==> config.mk <==
export PLATFORM = sky130hd
export DESIGN_NAME = imem_loader
export DESIGN_NICKNAME = d
export VERILOG_FILES = /design/src/rtl/imem_loader_pkg.sv /design/src/rtl/imem_loader_asm.sv /design/src/rtl/imem_loader.sv
export SDC_FILE = /design/constraint.sdc
export NUM_CORES = 1
export LEC_CHECK = 0
export ABC_AREA = 0
export ABC_CLOCK_PERIOD_IN_PS = 6140
export BUFFER_PORTS_ARGS = -buffer_cell sky130_fd_sc_hd__buf_2
export CORE_ASPECT_RATIO = 1.75
export CORE_MARGIN = 2
export CORE_UTILIZATION = 40
export CTS_CLUSTER_DIAMETER = 120
export DETAILED_ROUTE_END_ITERATION = 6
export HOLD_SLACK_MARGIN = 0.02
export PLACE_DENSITY_LB_ADDON = 0.08
export SYNTH_ARGS = -nofsm -noshare
export SYNTH_HDL_FRONTEND = slang
export SYNTH_SLANG_ARGS = --single-unit
export TNS_END_PERCENT = 30
==> constraint.sdc <==
create_clock -name clk -period 6.14 [get_ports clk]
set_input_delay 0.307 -clock clk [delete_from_list [all_inputs] [get_ports clk]]
set_output_delay 0.307 -clock clk [all_outputs]
set_load 0.05 [all_outputs]
==> src/rtl/imem_loader_pkg.sv <==
`default_nettype none
// ============================================================================
// imem_loader_pkg : state encoding and shared constants for the program loader
// Revision: 1.0
// ============================================================================
package imem_loader_pkg;

  typedef enum logic [2:0] {
    S_IDLE = 3'd0,
    S_HDR  = 3'd1,
    S_DATA = 3'd2,
    S_CHK  = 3'd3,
    S_DONE = 3'd4,
    S_ERR  = 3'd5
  } state_t;

  // Bytes per header word, data word and trailer word.
  localparam int unsigned C_HDR_BYTES = 4;

  // Default instruction-memory word-address width (depth 2^12 words).
  localparam int unsigned C_IMEM_ADDR_W = 12;

endpackage
`default_nettype wire

==> src/rtl/imem_loader_asm.sv <==
`default_nettype none
// ============================================================================
// imem_loader_asm : little-endian byte-to-word assembler with completion strobe
// Revision: 1.0
// ============================================================================
module imem_loader_asm
  import imem_loader_pkg::*;
(
  input  logic        clk,
  input  logic        rst_n,
  input  logic        i_clear,
  input  logic        i_accept,
  input  logic [7:0]  i_byte,
  output logic [31:0] o_word,
  output logic        o_word_done
);

  localparam logic [1:0] C_LAST_IDX = 2'(C_HDR_BYTES - 1);

  logic [1:0]  r_idx;
  logic [23:0] r_asm;

  always_ff @(posedge clk or negedge rst_n) begin
    if (!rst_n) begin
      r_idx <= 2'd0;
      r_asm <= 24'd0;
    end else if (i_clear) begin
      r_idx <= 2'd0;
      r_asm <= 24'd0;
    end else if (i_accept) begin
      case (r_idx)
        2'd0:    r_asm[7:0]   <= i_byte;
        2'd1:    r_asm[15:8]  <= i_byte;
        2'd2:    r_asm[23:16] <= i_byte;
        default: ;
      endcase
      r_idx <= r_idx + 2'd1;
    end
  end

  // The top byte bypasses storage so the full word is usable on its final accept.
  assign o_word      = {i_byte, r_asm};
  assign o_word_done = i_accept && (r_idx == C_LAST_IDX);

endmodule
`default_nettype wire

==> src/rtl/imem_loader.sv <==
`default_nettype none
// ============================================================================
// imem_loader : streams a checksummed image into instruction memory, then
//               releases the core from reset once the image is verified
// Revision: 1.0
// ============================================================================
module imem_loader
  import imem_loader_pkg::*;
#(
  parameter int unsigned ADDR_W  = C_IMEM_ADDR_W,
  parameter int unsigned TIMEOUT = 1024
) (
  input  logic              clk,
  input  logic              rst_n,
  input  logic              i_start,
  input  logic              i_in_valid,
  input  logic [7:0]        i_in_data,
  output logic              o_in_ready,
  output logic              o_load_en,
  output logic [31:0]       o_load_data,
  output logic [ADDR_W-1:0] o_load_addr,
  output logic              o_core_rst_n,
  output logic              o_done,
  output logic              o_error
);

  localparam int unsigned       C_TMO_W     = (TIMEOUT > 2) ? $clog2(TIMEOUT) : 1;
  localparam logic [C_TMO_W-1:0] C_TMO_LAST = C_TMO_W'(TIMEOUT - 1);
  localparam logic [31:0]       C_MAX_WORDS = 32'd1 << ADDR_W;

  state_t              r_state;
  logic [ADDR_W:0]     r_widx;
  logic [31:0]         r_n;
  logic [31:0]         r_sum;
  logic [C_TMO_W-1:0]  r_tmo;
  logic                r_load_en;
  logic [31:0]         r_load_data;
  logic [ADDR_W-1:0]   r_load_addr;
  logic                r_core_rst_n;
  logic                r_done;
  logic                r_error;

  logic                w_in_ready;
  logic                w_accept;
  logic                w_restart;
  logic [31:0]         w_word;
  logic                w_word_done;
  logic [ADDR_W:0]     w_widx_nxt;

  assign w_in_ready = (r_state == S_HDR) || (r_state == S_DATA) || (r_state == S_CHK);
  assign w_accept   = i_in_valid && w_in_ready;
  assign w_restart  = i_start && ((r_state == S_IDLE) || (r_state == S_DONE) || (r_state == S_ERR));
  assign w_widx_nxt = r_widx + (ADDR_W + 1)'(1);

  imem_loader_asm u_asm (
    .clk         (clk),
    .rst_n       (rst_n),
    .i_clear     (w_restart),
    .i_accept    (w_accept),
    .i_byte      (i_in_data),
    .o_word      (w_word),
    .o_word_done (w_word_done)
  );

  always_ff @(posedge clk or negedge rst_n) begin
    if (!rst_n) begin
      r_state      <= S_IDLE;
      r_widx       <= '0;
      r_n          <= 32'd0;
      r_sum        <= 32'd0;
      r_tmo        <= '0;
      r_load_en    <= 1'b0;
      r_load_data  <= 32'd0;
      r_load_addr  <= '0;
      r_core_rst_n <= 1'b0;
      r_done       <= 1'b0;
      r_error      <= 1'b0;
    end else begin
      r_load_en <= 1'b0;
      case (r_state)
        S_IDLE, S_DONE, S_ERR: begin
          if (i_start) begin
            r_state      <= S_HDR;
            r_widx       <= '0;
            r_sum        <= 32'd0;
            r_tmo        <= '0;
            r_done       <= 1'b0;
            r_error      <= 1'b0;
            r_core_rst_n <= 1'b0;
          end
        end
        S_HDR, S_DATA, S_CHK: begin
          r_tmo <= w_accept ? '0 : r_tmo + C_TMO_W'(1);
          if (!w_accept && (r_tmo == C_TMO_LAST)) begin
            // A partially assembled word is dropped; restart clears the assembler.
            r_state <= S_ERR;
            r_error <= 1'b1;
          end else if (w_word_done) begin
            case (r_state)
              S_HDR: begin
                r_n <= w_word;
                if (w_word > C_MAX_WORDS) begin
                  r_state <= S_ERR;
                  r_error <= 1'b1;
                end else if (w_word == 32'd0) begin
                  r_state <= S_CHK;
                end else begin
                  r_state <= S_DATA;
                end
              end
              S_DATA: begin
                r_load_en   <= 1'b1;
                r_load_data <= w_word;
                r_load_addr <= r_widx[ADDR_W-1:0];
                r_widx      <= w_widx_nxt;
                r_sum       <= r_sum + w_word;
                if (32'(w_widx_nxt) == r_n) r_state <= S_CHK;
              end
              default: begin
                if (w_word == r_sum) begin
                  r_state      <= S_DONE;
                  r_done       <= 1'b1;
                  r_core_rst_n <= 1'b1;
                end else begin
                  r_state <= S_ERR;
                  r_error <= 1'b1;
                end
              end
            endcase
          end
        end
        default: r_state <= S_IDLE;
      endcase
    end
  end

  assign o_in_ready   = w_in_ready;
  assign o_load_en    = r_load_en;
  assign o_load_data  = r_load_data;
  assign o_load_addr  = r_load_addr;
  assign o_core_rst_n = r_core_rst_n;
  assign o_done       = r_done;
  assign o_error      = r_error;

endmodule
`default_nettype wire

* Yosys cells after proc, flatten, opt, wreduce, memory -nomap -nowiden *
Index checks and enable logic that the tools add are counted.
W data, S select, Z words.

operators by class
  add/subtract/negate cells = 4
  multipliers = 0
  $lt $le $gt $ge = 1
  div/mod/pow operators = 0
  reductions and logical operators = 30
  bitwise gates (word level) = 1
  equality and inequality tests = 22
  muxes and demuxes = 45
  shift-type cells = 0

operator list
  kind                     number
  $mux W32                 4
  $pmux W32 S2             1
  $mux W13                 4
  $mux W24                 2
  $add A32 B32 Y32         1
  $eq A13 B32 Y1           1
  $eq A32 B32 Y1           1
  $gt A32 B13 Y1 const B   1
  $logic_not A32 Y1        1
  $pmux W13 S2             1
  $mux W8                  3
  $mux W10                 2
  $pmux W10 S2             1
  $mux W1                  15
  $mux W3                  5
  $add A13 B1 Y13 const B  1
  $ne A4 B4 Y1 const B     3
  $pmux W3 S2              2
  $reduce_and A6 Y1        2
  $add A10 B1 Y10 const B  1
  $eq A10 B10 Y1 const B   1
  $ne A2 B2 Y1 const B     5
  $reduce_bool A2 Y1       5
  $reduce_and A2 Y1        4
  other kinds (22)         36

word-level totals
  memory bits (read-only) = 0
  register bits after elaboration = 163
  output and inout bits = 49
  word-level logic and storage cells = 117
  latch bits = 0
  memories = 0
  bits in writable memories = 0
  input bits = 12

* Longest topological paths before layout *
Gate-level depths: netlist (run 1).

  word-level depth = 8
  depth in mapped cells = 12
  gate-level depth less buffers = 12

* Hierarchy *
Synthesis (run 1) repeated with hierarchy kept, for this count alone.

second synthesis, totals
  cells, all modules = 951
  area, all modules = 8988.6 µm²

modules (own cells, without submodules)
  module           area an instance (µm²)  cells an instance  seq. area each (µm²)  times used
  imem_loader      7686.1                  841                3428.3                1
  imem_loader_asm  1302.5                  110                650.6                 1

* Worst setup path after synthesis (run 1) *
Ideal clock, no wire load.

  kind = register -> register
  from = reg u_asm.r_asm[0]
  to = reg r_sum[26]
  slack = 3.515 ns
  period minus slack after synthesis = 2.625 ns
  data required time = 6.014 ns
  library setup time = 0.126 ns
  cell stages (with the launch flop) = 13
  arrival time = 2.500 ns
  path through = dfrtp_1 > ha_1 > inv_1 > fa_1 > nor2b_1 > o2111ai_1 > a2111oi_1 > o21ai_1 > nand2_2 > nand3_1 > a31oi_1 > mux2i_1 > nand3_1

on the way
  cells in the longest elaborated chain, start to end = 5

RTL lines
  element                 line                   text
  start, declared         imem_loader_asm.sv:21  logic [23:0] r_asm;
  start signal, assigned  imem_loader_asm.sv:32  2'd0: r_asm[7:0] <= i_byte;
  $add A32 B32 Y32        imem_loader.sv:116     r_sum <= r_sum + w_word;
  $mux W32                imem_loader.sv:99      case (r_state)
  $mux W32                imem_loader.sv:98      end else if (w_word_done) begin
  $mux W32                imem_loader.sv:94      if (!w_accept && (r_tmo == C_TMO_LAST)) begin
  $pmux W32 S2            imem_loader.sv:80      case (r_state)
  end signal, assigned    imem_loader.sv:116
  end, declared           imem_loader.sv:34      logic [31:0] r_sum;

No other way between the ends. The select of a mux whose other input is x is not followed.
A chain may end at the register's enable or synchronous reset.

* Worst setup path in the final report (run 1) *
Same ends and word-level chain as after synthesis.

==> results.md, run 1 <==
* Top cell by count, worst path: nand3_1
* Cts repair resizes at 0
* DR pass1 iterations at 5
* Status: finished clean
* Fraction of layout cells with a size suffix above 1 at 0.147
* H-tree depth at 4
* Most common cell in the netlist: nand2_1
* Worst IR Drop VDD at 0.000201 V
* Post-layout minimum cycle time at 3.04 ns
* Slew Limit Headroom at 0.346
* Initial antenna violation count at 0
* Post-CTS Setup Bufs at 0
* Top cells by count, synth: 221 x nand2_1, 163 x dfrtp_1, 73 x o21ai_0, 60 x a21oi_1
* Hold bufs inserted after CTS at 0
* Setup CP Type: register to register
* Final critical-path setup slack at 3.10 ns
* Worst endpoint data arrival time at 3.37 ns
* Hold WC Path Type: primary input to async pin
* Crit path capture type: register
* Netlist cell types at 66
* CP max FO at 5
* Via-to-Cell Ratio at 5.39
* CP peak stage delay at 0.51 ns
* Pin count of the biggest net entering global routing at 105
* Cells after synthesis at 970
* Clk_skew at 0.00910 ns
* Fin. Hold Viols at 0
* Worst path slowest cell: a2111oi_1
* Row count at 71
* Cell taking the most area after synthesis: dfrtp_1
* Footprint of the multi-input gates at 4420 um2
* Unrepaired setup endpoints after global routing: no
* Fin. max-slew vios at 0
* Final wirelength at 23700 um
* Fin nets at 1054
* Port bufs at 60
* CTS Buf Count at 17
* Via Count at 7062
* Post-DP HPWL at 16600 um
* Setup TNS at 0 ns
* Global-route wire length before repair at 38400 um
* Leakage at 0.00484 uW
* Max Freq at 328 MHz
* Setup slack at placement at 3.07 ns
* Synth area leaders: dfrtp_1 46%, nand2_1 9.4%, ha_1 5.3%
* Die height at 200 um
* Mean Syn Cell Area at 9.06 um2
* Post-synth top area share at 0.464
* Fin crit share at 0.496
* Post-Syn Nets at 1020
* Post-synth EDFFs at 0
* Register area share after synthesis at 0.464
* Finished Core Util at 0.459
* CTS tree: built
* Max Cap Viol at 0
* Routed WL per cell at 18.1 um
* Initial Util at 0.409
* Worst Setup Start Kind: register
* All-Layer GR Usage at 0.218
* DIE WIDTH at 116 um
* Yosys Warn Count at 0
* Critical Path RT at 6.46 ns
* Critical Path, Cell by Cell: ha_1 -> inv_1 -> fa_1 -> nor2b_1 -> o2111ai_1 -> a2111oi_1 -> o21ai_1 -> nand2_2 -> nand3_1 -> a31oi_1 -> mux2i_1 -> nand3_1
* Area Overhead vs Synth at 12.4%
* Die area at 23200 um2
* FILL cells at 2195
* I/O pins at 61
* Detail Route Antenna Nets at 0
* RePlAce Congestion at 0.848
* FF+latch count, synth at 163
* Grt total ovfl at 0
* Register area at 4080 um2
* Root buffer cell: clkbuf_16
* Synth Cell Area at 8790 um2
* Post-synth top flop: dfrtp_1
* Core area at 21500 um2
* Asr flop ratio synth at 1.00
* Vias in the first global route at 7018
* Worst slew pin tran at 0.981 ns
* Reg clk slew, reported paths at 0.07 ns
* Post-route cell area at 9880 um2
* Antenna cells at 0
* 1st-iter DRT viols at 404
* Pwr Density at 332 nW/um2
* TritonCTS sink count at 163
* # DRC at 0
* Largest buffer count on any clock path at 2
* Clk_lat worst skew at 0.44 ns
* Post-placement cell area at 9300 um2
* Final count of negative-setup-slack endpoints at 0
## routing by layer
layer | GRT usage | routed length, um | share of wire | vias to the layer above
li1 | - | - | - | 3466
met1 | 0.252 | 9650 | 0.41 | 3455
met2 | 0.399 | 12900 | 0.55 | 107
met3 | 0.0323 | 557 | 0.023 | 34
met4 | 0.0842 | 593 | 0.025 | 0
met5 | 0 | 0 | 0 | -
## sequential cells by signal, summed over array words and instances, names as in the netlist
name and count:
r_sum 32, r_widx 13, o_error 1, u_asm.r_idx 2, r_state 3, u_asm.r_asm 24, o_done 1, o_load_data 32
r_tmo 10, o_load_addr 12, r_n 32, o_load_en 1
## cell usage in the layout, fill, tap and decap left out, drive strengths merged, types with 3 or more instances in the layout
master,Yosys,final
and2,8,8
or2,4,4
a2111oi,3,3
o21a,5,5
o21ai,76,76
a31oi,10,10
nand2,222,222
buf,14,67
o41ai,4,4
xor2,18,18
nand2b,6,6
a211oi,7,7
clkbuf,38,19
o2111ai,3,3
or3,5,5
nor3,17,17
mux2i,5,5
and3,6,6
nor2b,4,4
mux2,31,31
a21o,14,14
nor2,47,47
inv,20,25
a22o,6,6
nand3,49,49
dfrtp,163,163
clkinv,0,5
ha,37,37
nand4,7,7
a21oi,60,60
o211ai,3,3
xnor2,28,28
o31ai,7,7
nor4,22,22
## cells by family after synthesis
group	share of synthesized area
AOI/OAI and AO/OA	0.146
xor gates and xnor gates	0.0459
adders and majority gates	0.0550
buffers and inverters	0.0339
DFF	0.464
muxes	0.0454
and+or+nand+nor	0.210
## report_power, final
group / internal, uW / total, uW / switching (uW)
Combinational: 309 / 802 / 492
Clock: 585 / 1050 / 467
Sequential: 1210 / 1430 / 215
Total: 2110 / 3280 / 1170
## worst max-delay path, delay by kind of cell, from the launching register on
| kind | cells | cell delay, ns |
|---|---|---|
| AO/OA/AOI/OAI | 4 | 1.11 |
| adder cells (fa/ha/maj) | 2 | 0.62 |
| AND/OR/NAND/NOR | 4 | 0.51 |
| flip-flops | 1 | 0.42 |
| multiplexers | 1 | 0.22 |
| buffers and inverters | 1 | 0.06 |
## stage by stage
step / hold slack (ns) / instances / power [uW]
5_1_grt: 0.107 / 1309 / 3470
2_1_floorplan: 0.0114 / 970 / 1940
6_report: 0.0113 / 1309 / 3280
3_5_place_dp: 0.457 / 1277 / 2260
3_3_place_gp: 0.453 / 1277 / 2260
4_1_cts: 0.0484 / 1309 / 3320
## path summary, 6_finish.rpt
kind / end / start / cells past startpoint / slack [ns]
setup / recovery: r_sum[26] / u_asm.r_asm[0] / 12 / 3.10
hold / removal: o_load_data[8] / rst_n / 1 / 0.01
setup reg to reg: r_sum[26] / u_asm.r_asm[0] / 12 / 3.10
hold reg to reg: o_load_addr[4] / o_load_addr[4] / 2 / 0.47
max in group asynchronous: u_asm.r_asm[1] / rst_n / 2 / 4.75
min in group clk: o_load_data[26] / i_in_data[2] / 3 / 0.19
## area by class of cell
type,count,area share
multi-input combinational,735,0.448
sequential,163,0.413
clock buffer,19,0.0459
tap,292,0.0370
timing repair buffer,67,0.0364
clock inverter,13,0.0123
inverter,20,0.00760
(Power assumes the default switching activity.)
==> inputs of run 2 (changes only) <==
ABC_CLOCK_PERIOD_IN_PS = 3000   (was 6140)
clock period = 3 ns   (was 6.14 ns; I/O delays follow)
==> run 2 against run 1 <==
- non-clock buffer count increased by 38
- via count rose by 2.5%
- critical endpoint is now r_state[0]
- setup slack lost 2.9 ns
- cell count rose by 2.9%
- worst hold slack better by 0.023 ns
- sequential power grew 96%
- register-to-register slack worse by 2.9 ns
- count of clock-buffer cells in the layout up 3
==> results.md, run 2 (synthesized netlist as in run 1, its figures left out) <==
* Reg clk slew, reported paths at 0.07 ns (about the same)
* Via-to-Cell Ratio at 5.37 (-0.39%)
* Cell count of the worst reg-to-reg path at 10 (-2)
* Initial Util at 0.409 (unchanged)
* Fin crit share at 0.935 (+0.439)
* Post-DP HPWL at 18200 um (+9.7%)
* Setup TNS at 0 ns (unchanged)
* Critical Path RT at 3.33 ns (-3.13 ns)
* Gate power share at 0.290 (+0.046)
* Max Cap Viol at 0 (unchanged)
* Pwr Density at 678 nW/um2 (+100%)
* CP max FO at 3 (-2)
* Final wirelength at 25300 um (+6.5%)
* Vias in the first global route at 7401 (+5.5%)
* R2r setup slk at 0.20 ns (-2.90 ns)
* Clk_lat worst skew at 0.43 ns (about the same)
* Root buffer cell: clkbuf_16
* Global-route wire length before repair at 40000 um (+4.3%)
* Worst slew pin tran at 0.710 ns (-0.271 ns)
* Leakage at 0.00506 uW (+4.6%)
* Hold Path Origin: i_in_data[5]
* Most frequent cells in the layout: 221 x nand2_1, 163 x dfrtp_1, 73 x o21ai_0
* H-tree depth at 4 (unchanged)
* Antenna cells at 0 (unchanged)
* Die area at 23200 um2 (unchanged)
* Worst endpoint data arrival time at 3.14 ns (-0.23 ns)
* Die height at 200 um (unchanged)
* Fin. max-slew vios at 0 (unchanged)
* Slew Limit Headroom at 0.527 (+0.181)
* Max Freq at 357 MHz (+8.6%)
* Int Power at 4500 uW (+110%)
* Hold WC Path Type: primary input to register
* Footprint of the multi-input gates at 4480 um2 (+1.3%)
* Via Count at 7239 (+2.5%)
* Setup CP Type: register to register
* Grt total ovfl at 0 (unchanged)
* DIE WIDTH at 116 um (unchanged)
* Commonest non-fill, non-tap cell in the layout: nand2_1
* Endpoint, Worst Hold: o_load_data[29]
* Seq pwr share at 0.403 (-0.032)
* Worst IR Drop VDD at 0.000419 V (+110%)
* Worst Setup Start Kind: register
* Detail Route Antenna Nets at 0 (unchanged)
* Fin. Hold Viols at 0 (unchanged)
* Fin cells at 1347 (+2.9%)
* Status: finished clean
* I/O pins at 61 (unchanged)
* 1st-iter DRT viols at 360 (-11%)
* Post-layout minimum cycle time at 2.80 ns (-0.241 ns)
* Crit path capture type: register
* Row count at 71 (unchanged)
* CTS Buf Count at 17 (unchanged)
* CTS tree: built
* FILL cells at 2166 (-1.3%)
* # DRC at 0 (unchanged)
* Core area at 21500 um2 (unchanged)
* Clk_skew at 0.00909 ns (-0.00000608 ns)
* R2R Path Start: r_widx[0]
* Final count of negative-setup-slack endpoints at 0 (unchanged)
* Routed WL per cell at 18.8 um (+3.5%)
* Fin nets at 1092 (+3.6%)
* Hold Crit Depth at 3
* TritonCTS sink count at 163 (unchanged)
* Finished Core Util at 0.477 (+0.0176)
* R2R Path End: r_state[0]
* RePlAce Congestion at 0.837 (-1.3%)
* Unrepaired setup endpoints after global routing: no
* Dpl cells at 1313 (+2.8%)
* Pin count of the biggest net entering global routing at 74 (-30%)
* Area Overhead vs Synth at 16.7%
* Clock power frac at 0.307 (-0.014)
* Register area at 4080 um2 (unchanged)
* Fraction of layout cells with a size suffix above 1 at 0.182 (+0.0355)
* Initial antenna violation count at 0 (unchanged)
* Largest buffer count on any clock path at 2 (unchanged)
* Sw Ratio at 0.352 (-0.00544)
* All-Layer GR Usage at 0.229 (+0.0107)
* Port bufs at 60 (unchanged)
* NetSw at 2450 uW (+110%)
* DR pass1 iterations at 4 (-1)
-- run 2: routing by layer --
metal / share of wire / track usage / vias up
met2: 0.55 / 0.417 / 118
met4: 0.051 / 0.125 / 0
li1: - / - / 3530
met3: 0.022 / 0.0320 / 52
met5: 0 / 0 / -
met1: 0.38 / 0.251 / 3539
-- run 2: timing repair --
action / 4_1_cts / 5_1_grt
setup buffers: 1 / 0
endpoints found under the hold margin: 70 / 0
hold buffers: 1 / 0
endpoints found under the setup margin: 3 / 9
pin swaps: 2 / 1
gates resized for setup: 2 / 8
-- run 2: how the worst max path moves through the flow --
| stage | from | slack, ns | endpoint |
|---|---|---|---|
| final | r_widx[0] | 0.20 | r_state[0] |
| after global routing | r_sum[0] | 0.002 | r_sum[26] |
| after CTS | r_widx[0] | 0.04 | r_state[0] |
| after detailed placement | r_widx[0] | -0.12 | r_state[0] |
| after global placement | r_widx[0] | -0.09 | r_state[0] |
| after floorplan | u_asm.r_asm[0] | 0.37 | r_sum[26] |
-- run 2: cell type report --
class                      count  share of cell area
timing repair buffer         105              0.0667
sequential                   163               0.398
tap                          292              0.0356
clock inverter                10             0.00939
inverter                      20             0.00732
clock buffer                  22              0.0462
multi-input combinational    735               0.437
-- run 2: stage by stage --
| stage | hold WS [ns] | setup slack, ns | area [um2] | power [uW] |
|---|---|---|---|---|
| after CTS | 0.0272 | 0.0357 | 10200 | 7020 |
| after floorplan | -0.146 | 0.375 | 8790 | 3980 |
| after global placement | 0.229 | -0.0877 | 9610 | 4820 |
| final | 0.0340 | 0.196 | 10300 | 6950 |
| after detailed placement | 0.224 | -0.119 | 9610 | 4830 |
| after global routing | 0.0373 | 0.00238 | 10300 | 7340 |
-- run 2: critical path: stages (launching register included) --
cell,delay [ns]
dfrtp_1,0.38
ha_1,0.32
xnor2_1,0.25
and4_1,0.27
o2111ai_2,0.21
a2111oi_2,0.27
and4_1,0.25
nand4b_1,0.15
o21ai_2,0.24
o21ai_2,0.10
a221oi_1,0.27
-- run 2: power by group through the flow --
stage                     combinational [uW]  clock [uW]  sequential (uW)
final                                   2010        2140             2800
after global routing                    2220        2280             2830
after CTS                               2020        2200             2810
after detailed placement                1990           0             2850
after global placement                  1980           0             2840
after floorplan                         1240           0             2740
==> inputs of run 3 (changes only) <==
GPL_TIMING_DRIVEN = 0   (was unset)
==> run 3 against run 2 <==
- cell count rose by 1.3%
- sequential cell count unchanged
- clock skew is essentially flat
- clock power rose by 6%
- cell area up 0.98%
==> results.md, run 3 (synthesized netlist as in run 1, its figures left out) <==
* Most frequent cells in the layout: 221 x nand2_1, 158 x dfrtp_1, 73 x o21ai_0
* Pin count of the biggest net entering global routing at 101 (+36%)
* Clk_lat worst skew at 0.46 ns (+0.03 ns)
* Total Power at 6980 uW (+0.43%)
* Core area at 21500 um2 (unchanged)
* Status: finished clean
* Post-DP HPWL at 18300 um (+0.62%)
* CTS tree: built
* Hold WC Path Type: primary input to register
* Fin. max-slew vios at 0 (unchanged)
* Leakage at 0.00499 uW (-1.3%)
* TritonCTS sink count at 163 (unchanged)
* Port bufs at 59 (-1.7%)
* DIE WIDTH at 116 um (unchanged)
* Fin crit share at 0.971 (+0.0359)
* Via Count at 7338 (+1.4%)
* Row count at 71 (unchanged)
* All-Layer GR Usage at 0.231 (+0.00235)
* Final count of negative-setup-slack endpoints at 0 (unchanged)
* Worst endpoint data arrival time at 3.25 ns (+0.11 ns)
* Commonest non-fill, non-tap cell in the layout: nand2_1
* Antenna cells at 0 (unchanged)
* Vias in the first global route at 7302 (-1.3%)
* H-tree depth at 4 (unchanged)
* Global-route wire length before repair at 40100 um (about the same)
* Setup CP Type: register to register
* Unrepaired setup endpoints after global routing: yes
* Routed WL per cell at 18.6 um (-1.1%)
* 1st-iter DRT viols at 381 (+5.8%)
* Largest buffer count on any clock path at 2 (unchanged)
* RePlAce Congestion at 0.873 (+4.2%)
* Initial antenna violation count at 0 (unchanged)
* Slew Limit Headroom at 0.479 (-0.0479)
* Worst slew pin tran at 0.782 ns (+0.0718 ns)
* Detail Route Antenna Nets at 0 (unchanged)
* Max Cap Viol at 0 (unchanged)
* FILL cells at 2175 (+0.42%)
* CTS Buf Count at 17 (unchanged)
* Fin. Hold Viols at 0 (unchanged)
* Die area at 23200 um2 (unchanged)
* Critical Path RT at 3.34 ns (about the same)
* Clk_skew at 0.00867 ns (-0.000416 ns)
* Post-layout minimum cycle time at 2.91 ns (+0.108 ns)
* DR pass1 iterations at 5 (+1)
* CP max FO at 6 (+3)
* Fraction of layout cells with a size suffix above 1 at 0.171 (-0.0105)
* Pwr Density at 674 nW/um2 (-0.54%)
* Die height at 200 um (unchanged)
* Fin nets at 1110 (+1.6%)
* Root buffer cell: clkbuf_16
* Worst IR Drop VDD at 0.000454 V (+8.4%)
* Crit path capture type: register
* Via-to-Cell Ratio at 5.38 (about the same)
* Max Freq at 343 MHz (-3.7%)
* Worst Setup Start Kind: register
* Final wirelength at 25300 um (+0.21%)
* # DRC at 0 (unchanged)
* I/O pins at 61 (unchanged)
* Finished Core Util at 0.482 (+0.00466)
* Reg clk slew, reported paths at 0.07 ns (about the same)
* Grt total ovfl at 0 (unchanged)
* Initial Util at 0.409 (unchanged)
* Area Overhead vs Synth at 17.9%
## run 3: cell count changes in the layout (fill, tap and decap cells not counted), moves of 5 or more
cell and change:
buf_4 -31, buf_1 +5, buf_2 +5, dfrtp_1 -5, clkbuf_1 +32, dfrtp_2 +5
## run 3: layer usage
metal	up-vias	global-route usage	wire length, um
met5	-	0	0
met4	0	0.118	1010
met3	51	0.0338	556
met2	109	0.423	13700
met1	3607	0.256	10000
li1	3571	-	-
## run 3: repair_timing
item | CTS | global route
gates resized for setup | 19 | 19
hold buffers | 4 | 0
endpoints found under the hold margin | 66 | 0
setup buffers | 1 | 6
setup endpoints to repair | 76 | 64
pin swaps | 7 | 8
## run 3: area by class of cell
class | count | area, um2 | share of cell area
multi-input cells | 735 | 4580 | 0.442
flip-flops and latches | 163 | 4090 | 0.395
clock buffers | 17 | 425 | 0.0411
repair buffers | 71 | 425 | 0.0411
well taps | 292 | 365 | 0.0353
plain buffers | 52 | 228 | 0.0220
clock inverters | 15 | 174 | 0.0168
inverters | 20 | 75.1 | 0.00725
## run 3: path summary, 6_finish.rpt
path,endpoint,slack (ns),start,depth (start not counted)
max,r_state[2],0.09,r_widx[1],10
min,o_load_data[25],0.04,i_in_data[1],3
max reg2reg,r_state[2],0.09,r_widx[1],10
min reg2reg,o_load_addr[6],0.47,o_load_addr[6],2
max in group asynchronous,u_asm.r_asm[15],1.85,rst_n,3
min in group asynchronous,o_load_data[8],0.24,rst_n,2
## run 3: through the flow
| step | TNS, ns | hold WS, ns | cells | cell area (um2) | setup slack [ns] |
|---|---|---|---|---|---|
| CTS | -0.0105 | 0.0201 | 1359 | 10200 | -0.0105 |
| global route | -0.0859 | 0.0526 | 1365 | 10400 | -0.0823 |
| finish | 0 | 0.0352 | 1365 | 10400 | 0.0882 |
| global placement | -182.16 | 0.452 | 1321 | 9450 | -0.966 |
| detailed placement | -31.19 | 0.151 | 1322 | 9480 | -0.647 |
| floorplan | 0 | -0.146 | 970 | 8790 | 0.375 |
## run 3: power breakdown
part	internal (uW)	switching, uW
Sequential	2490	430
Combinational	701	1090
Clock	1250	1020
Total	4440	2550
## run 3: critical path: stages, from the launching register on
cell and delay [ns]:
dfrtp_2 0.46, ha_4 0.28, xnor2_4 0.21, and4_4 0.26, o2111ai_4 0.20, a2111oi_4 0.40
and4_1 0.24, nand4b_1 0.17, o21ai_2 0.24, o21ai_2 0.10, a22o_1 0.24
